## config.mk

```make
export PLATFORM = sky130hd
export DESIGN_NAME = output_pulse_gen
export DESIGN_NICKNAME = d
export VERILOG_FILES = /design/src/rtl/output_pulse_gen.sv
export SDC_FILE = /design/constraint.sdc
export NUM_CORES = 1
export LEC_CHECK = 0
export CAP_MARGIN = 10
export CORE_MARGIN = 5
export CORE_UTILIZATION = 45
export CTS_BUF_LIST = sky130_fd_sc_hd__clkbuf_2
export DETAILED_ROUTE_END_ITERATION = 10
export HOLD_SLACK_MARGIN = 0.03
export PLACE_DENSITY_LB_ADDON = 0.2
export SLEW_MARGIN = 20
export SYNTH_ARGS = -nofsm -noshare
export SYNTH_HDL_FRONTEND = slang
export SYNTH_SLANG_ARGS = --single-unit
```

## constraint.sdc

```tcl
create_clock -name clk -period 3.1 [get_ports clk]
set_input_delay 0.465 -clock clk [delete_from_list [all_inputs] [get_ports clk]]
set_output_delay 0.465 -clock clk [all_outputs]
set_load 0.02 [all_outputs]
```

## src/rtl/output_pulse_gen.sv

```systemverilog
// Single-shot output pulse scheduler: programmable delay, active width and
// enforced off-time, with registered rise/fall/overrun strobes.
//
//  state  | meaning
//  -------+------------------------------------------------------------
//  IDLE   | waiting for start; out low, busy low
//  DELAY  | counting down the latched start-to-assert delay
//  ACTIVE | out high, counting down the latched width
//  GAP    | out low, enforcing the latched minimum off-time
module output_pulse_gen #(
  parameter int WIDTH = 16
) (
  input  logic             clk,
  input  logic             rst,
  input  logic             ena,
  input  logic             start,
  input  logic             abort,
  input  logic [WIDTH-1:0] delay,
  input  logic [WIDTH-1:0] width,
  input  logic [WIDTH-1:0] gap,
  output logic             out,
  output logic             busy,
  output logic             rise,
  output logic             fall,
  output logic             overrun
);

  typedef enum logic [1:0] {
    IDLE   = 2'd0,
    DELAY  = 2'd1,
    ACTIVE = 2'd2,
    GAP    = 2'd3
  } state_t;

  localparam logic [WIDTH-1:0] ONE = {{(WIDTH-1){1'b0}}, 1'b1};

  state_t           state, state_nxt;
  logic [WIDTH-1:0] cnt, cnt_nxt;
  logic [WIDTH-1:0] width_lat, width_lat_nxt;
  logic [WIDTH-1:0] gap_lat, gap_lat_nxt;
  logic             out_nxt, busy_nxt, rise_nxt, fall_nxt, overrun_nxt;
  logic             cnt_zero;

  assign cnt_zero = (cnt == '0);

  always_ff @(posedge clk or negedge rst) begin
    if (!rst) begin
      state     <= IDLE;
      cnt       <= '0;
      width_lat <= '0;
      gap_lat   <= '0;
      out       <= 1'b0;
      busy      <= 1'b0;
      rise      <= 1'b0;
      fall      <= 1'b0;
      overrun   <= 1'b0;
    end else begin
      state     <= state_nxt;
      cnt       <= cnt_nxt;
      width_lat <= width_lat_nxt;
      gap_lat   <= gap_lat_nxt;
      out       <= out_nxt;
      busy      <= busy_nxt;
      rise      <= rise_nxt;
      fall      <= fall_nxt;
      overrun   <= overrun_nxt;
    end
  end

  always_comb begin
    state_nxt     = state;
    cnt_nxt       = cnt;
    width_lat_nxt = width_lat;
    gap_lat_nxt   = gap_lat;
    case (state)
      IDLE: begin
        if (start && ena && !abort) begin
          state_nxt     = DELAY;
          cnt_nxt       = delay;
          width_lat_nxt = width;
          gap_lat_nxt   = gap;
        end
      end
      DELAY: begin
        if (abort) begin
          state_nxt = IDLE;
          cnt_nxt   = '0;
        end else if (ena) begin
          if (!cnt_zero) begin
            cnt_nxt = cnt - ONE;
          end else if (width_lat != '0) begin
            state_nxt = ACTIVE;
            cnt_nxt   = width_lat - ONE;
          end else if (gap_lat != '0) begin
            state_nxt = GAP;
            cnt_nxt   = gap_lat - ONE;
          end else begin
            state_nxt = IDLE;
          end
        end
      end
      ACTIVE: begin
        // abort still routes through the off-time so the pin never re-fires early
        if (abort || (ena && cnt_zero)) begin
          if (gap_lat != '0) begin
            state_nxt = GAP;
            cnt_nxt   = gap_lat - ONE;
          end else begin
            state_nxt = IDLE;
            cnt_nxt   = '0;
          end
        end else if (ena) begin
          cnt_nxt = cnt - ONE;
        end
      end
      GAP: begin
        if (ena) begin
          if (!cnt_zero) begin
            cnt_nxt = cnt - ONE;
          end else begin
            state_nxt = IDLE;
          end
        end
      end
      default: begin
        state_nxt = IDLE;
        cnt_nxt   = '0;
      end
    endcase
  end

  // Outputs are decoded from the next state so they land on the same edge as the transition.
  always_comb begin
    out_nxt     = (state_nxt == ACTIVE);
    busy_nxt    = (state_nxt != IDLE);
    rise_nxt    = (state != ACTIVE) && (state_nxt == ACTIVE);
    fall_nxt    = (state == ACTIVE) && (state_nxt != ACTIVE);
    overrun_nxt = start && ena && (state != IDLE);
  end

endmodule

```

Yosys cells after proc, flatten, opt, wreduce, memory -nomap -nowiden:

Cells that the tools add are included.

* register bits: 55
* input bits: 53
* output and inout port bits: 5
* logic and storage cells: 62

* add/sub/neg operators: 3
* equality and inequality tests: 12
* muxes and demuxes: 22
* reduce and logical (&&, ||, !) cells: 16

Operator list (count)
* $mux W16: 11
* $pmux W16 S4: 1
* $sub A16 B1 Y16 const B: 3
* $reduce_bool A16 Y1: 2
* $mux W2: 9
* $logic_not A16 Y1: 1
* $ne A2 B2 Y1 const B: 5
* $pmux W2 S4: 1
* $eq A2 B2 Y1 const B: 3
* $logic_and A1 B1 Y1: 6
* $ne A3 B3 Y1 const B: 2
* $reduce_and A6 Y1: 1
* $ne A5 B5 Y1 const B: 1
* $reduce_bool A2 Y1: 2
* $eq A2 B1 Y1 const B: 1
* $logic_not A2 Y1: 1
* $reduce_and A2 Y1: 1
* $logic_not A1 Y1: 1
* $logic_or A1 B1 Y1: 1

Depth between registers and ports, before layout:

Gate-level depths: netlist of run 1.

* depth after elaboration: 9
* gate-level depth with buffers: 10
* mapped depth without buffers: 9

Worst setup path after synthesis of run 1:

Ideal clock, no wire load.

* path kind: register to register
* from: reg gap_lat[0]
* to: reg cnt[14]
* setup time: 121 ps
* data arrival time: 2249 ps
* path slack: 730 ps
* stages on the path, launching flop included: 11
* buffers on the path: 1
* period minus slack after synthesis: 2370 ps
* cell sequence: dfrtp_1 > inv_1 > ha_1 > nor4b_1 > and4bb_1 > buf_4 > nor3_2 > a21o_1 > a222oi_1 > o41ai_1 > a22o_1

* word-level cells in the longest chain between the ends: 7

Ends and longest elaborated chain
* start, declared: RTL line 40 `logic [WIDTH-1:0] gap_lat, gap_lat_nxt;`
* start signal, assigned: RTL line 61 `gap_lat <= gap_lat_nxt;`
* $sub A16 B1 Y16: RTL line 96, 107
* $mux W16: RTL line 94 `end else if (gap_lat != '0) begin`
* $mux W16: RTL line 91 `end else if (width_lat != '0) begin`
* $mux W16: RTL line 89 `if (!cnt_zero) begin`
* $mux W16: RTL line 88 `end else if (ena) begin`
* $mux W16: RTL line 85 `if (abort) begin`
* $pmux W16 S4: RTL line 75 `case (state)`
* end signal, assigned: RTL line 59 `cnt <= cnt_nxt;`
* end, declared: RTL line 38 `logic [WIDTH-1:0] cnt, cnt_nxt;`

Several ways; a longest one is shown, not always the timed one. The select of a mux whose other input is x is not followed.
A chain may end at the register's enable or synchronous reset.

Final worst setup path of run 1:

* from: reg width_lat[10]
* to: reg cnt[14]

* word-level cells in the longest chain between the ends: 6

Ends and longest elaborated chain
* start, declared: RTL line 39 `logic [WIDTH-1:0] width_lat, width_lat_nxt;`
* start signal, assigned: RTL line 60 `width_lat <= width_lat_nxt;`
* $sub A16 B1 Y16 or $reduce_bool A16 Y1 (tied branches): RTL line 93, 91
* $mux W16: RTL line 91
* $mux W16: RTL line 89
* $mux W16: RTL line 88
* $mux W16: RTL line 85
* $pmux W16 S4: RTL line 75

Several ways; a longest one is shown, not always the timed one. The select of a mux whose other input is x is not followed.

==> results by group, run 1 <==
Status
  – Run status: finished, final reports clean

Synthesis
  – Sequential share of the synthesized area: 35.9%
  – Post-synth cell types: 68
  – Warnings from Yosys: 0
  – Synthesized cell area: 3830 µm²
  – Primary FF master, synth: dfrtp_1
  – Net count after synthesis: 469
  – Avg Inst Size Synth: 9.33 µm²
  – Synth Register Bits: 55
  – Cells after synthesis: 411
  – FFs w/ async S/R, synth: 100%
  – Post-synth EDFFs: 0

Route
  – Top Metal Used: met4
  – WL/cell: 17.8 µm
  – WL met3: 651 µm
  – Number of routed nets with antenna violations: 0
  – Final wirelength: 10400 µm
  – Via density per instance: 5.86
  – Iter 0 DRT Violations: 192
  – Vias: 3419
  – WL met1: 4670 µm
  – Pre-antenna DRT Iters: 5
  – Met2 wire len: 4820 µm
  – DRC Markers: 0

Setup path
  – R2R Path Start: width_lat[10]
  – CP Class: flip-flop to flip-flop
  – Crit start category: flip-flop
  – CP top delay family: simple AND/OR/NAND/NOR gates
  – Critical path required time: 3500 ps
  – CP Capture Type: flip-flop
  – CP Launch Point: width_lat[10]
  – Worst-path cell chain: or4_4 > nor4b_4 > and2b_2 > nor2_1 > a222oi_1 > o41ai_1 > a22o_1
  – Crit-path slowest cell: or4_4
  – Crit path largest cell delay: 580 ps
  – Critical Path AT: 3100 ps
  – Crit-path max FO: 13
  – WP buf/inv: 0

Min path
  – HP Class: primary input to asynchronous set/reset pin

Clock network
  – Clock Sinks: 55
  – Clk buf depth: 2
  – CTS tree: built
  – Clock Tree Root: clkbuf_2
  – CTS Buf Count: 5
  – CTS clock-pin slew for the worst setup and hold paths: 290 ps
  – H-tree depth: 2
  – Skew-Pair Late Insertion Delay: 470 ps
  – Post-CTS setup buffer count: 0

Power and ir drop
  – Max VDD drop: 0.456 mV
  – LEAKAGE: 1.82 nW
  – Pwr/cell area: 907 nW/µm²
  – NetSw: 1.99 mW
  – Pwr Total: 4.22 mW
  – Comb power frac: 56.1%
  – Clk network pwr share: 7.0%
  – Switching Fraction: 47.1%
  – Register share of total power: 36.9%
  – Pint: 2.24 mW

Placement
  – Placed Cells incl. Taps: 574
  – RD Place Congestion: 0.998
  – Dpl cell area: 4610 µm²
  – Detailed Place HPWL: 8110 µm
  – IO buf count: 57
  – Pre-CTS setup slack: 307 ps

Timing
  – Slew headroom: 57.9%
  – Hold slack: 482 ps
  – Final worst setup slack: 404 ps
  – Tightest Pin Transition: 629 ps
  – Total negative slack: 0 ps
  – Crit path time final: 2700 ps
  – Final slew viol count: 0
  – Final Hold Vio Count: 0
  – Period utilisation layout: 87.0%
  – Unrepaired setup endpoints after global routing: no
  – Clk_skew: 28.1 ps
  – Final setup violation count: 0
  – Fmax: 371 MHz

Layout
  – Most common cell after layout, fill and taps aside: clkdlybuf4s50_1
  – Finished Layout Cells: 583
  – Share of cells above drive strength 1: 17.2%
  – Final #Nets: 535
  – Layout Utilization: 56.4%
  – Most frequent cells in the layout: clkdlybuf4s50_1, dfrtp_1, nor2_1, nand2_1, mux2_2
  – Final instance area: 4660 µm²
  – Antenna Cells: 0
  – Synth-to-Final Area Change: 21.4%

Floorplan
  – Die W: 102 µm
  – Row cnt: 33
  – Die Footprint: 10500 µm²
  – Core Footprint: 8260 µm²
  – Die height: 102 µm
  – Starting Density: 46.4%
  – Ports: 58

Global routing
  – Largest net degree at the start of global routing: 37
  – First-pass GRT wire length: 17500 µm
  – Total grt overflow: 0
  – Total track usage: 20.9%
  – Vias in the first global route: 3474
  – Initial antenna violation count: 0

Flow run
  – Max-Cap Viols: 0
## Yosys cell counts, types with 8 or more instances
cell type | number | share of area [%]
dfrtp_1 | 55 | 36
nand2_1 | 38 | 3.7
nor2_1 | 38 | 3.7
mux2_2 | 29 | 8.5
xnor2_1 | 23 | 5.3
a21oi_1 | 17 | 2.2
nor3_1 | 17 | 2.2
o21ai_0 | 17 | 2.2
xor2_1 | 12 | 2.7
clkbuf_1 | 10 | 0.98
inv_1 | 10 | 0.98
o22ai_1 | 9 | 1.5
or3_1 | 8 | 1.3
## layer usage
| layer | global-route usage (%) | vias up |
|---|---|---|
| li1 | - | 1651 |
| met1 | 28.4 | 1620 |
| met2 | 33.6 | 125 |
| met3 | 3.48 | 23 |
| met4 | 7.27 | 0 |
| met5 | 0 | - |
## kinds of logic (layout without fill, tap and decap cells)
family                     count (synthesis)  in the layout  synth area share, %
buffers and inverters                     28             95                 3.26
AOI/OAI and AO/OA                         90             90                 16.2
and+or+nand+nor                          165            165                 25.5
DFF                                       55             55                 35.9
xor gates and xnor gates                  35             35                 7.99
muxes                                     33             33                 9.56
adders and majority gates                  5              5                 1.63
## final cells by class
cell class / instances / area, µm²
clock buffer: 7 / 35.0
clock inverter: 1 / 5.00
tap: 105 / 131
multi-input combinational: 328 / 2340
inverter: 10 / 37.5
timing repair buffer: 77 / 731
fill: 761 / 3600
sequential: 55 / 1380
## registers in the layout, summed over array words and instances, names as in the netlist
signal     cells
out            1
gap_lat       16
cnt           16
overrun        1
rise           1
state          2
fall           1
busy           1
width_lat     16
## final timing paths
| path | to | slack, ps | cells after the start |
|---|---|---|---|
| worst max-delay path | cnt[14] | 400 | 7 |
| worst min-delay path | busy | 480 | 2 |
| worst max register to register | cnt[14] | 400 | 7 |
| worst min register to register | cnt[13] | 600 | 2 |
| max in group asynchronous | gap_lat[5] | 1780 | 3 |
| min in group clk | gap_lat[0] | 530 | 3 |
## repair_timing
item                                    CTS  global route
endpoints found under the hold margin    27             0
hold buffers                              1             0
endpoints found under the setup margin    0             0
resized for setup                         0             0
## power by group through the flow
stage	clock network, mW	registers, mW	logic [mW]
floorplan	0	1.46	1.68
global placement	0	1.55	2.32
detailed placement	0	1.58	2.34
CTS	0.299	1.56	2.35
global route	0.323	1.63	2.62
finish	0.294	1.56	2.37
No activity file was read; power rests on OpenSTA's default activity.
==> run 2, diff against run 1 <==
--- a/config.mk
+++ b/config.mk
@@ -12,7 +12,6 @@
 export DETAILED_ROUTE_END_ITERATION = 10
 export HOLD_SLACK_MARGIN = 0.03
 export PLACE_DENSITY_LB_ADDON = 0.2
-export SLEW_MARGIN = 20
 export SYNTH_ARGS = -nofsm -noshare
 export SYNTH_HDL_FRONTEND = slang
 export SYNTH_SLANG_ARGS = --single-unit
==> results of run 2 <==
Final layout, timing and power as in run 1 (identical DEF).
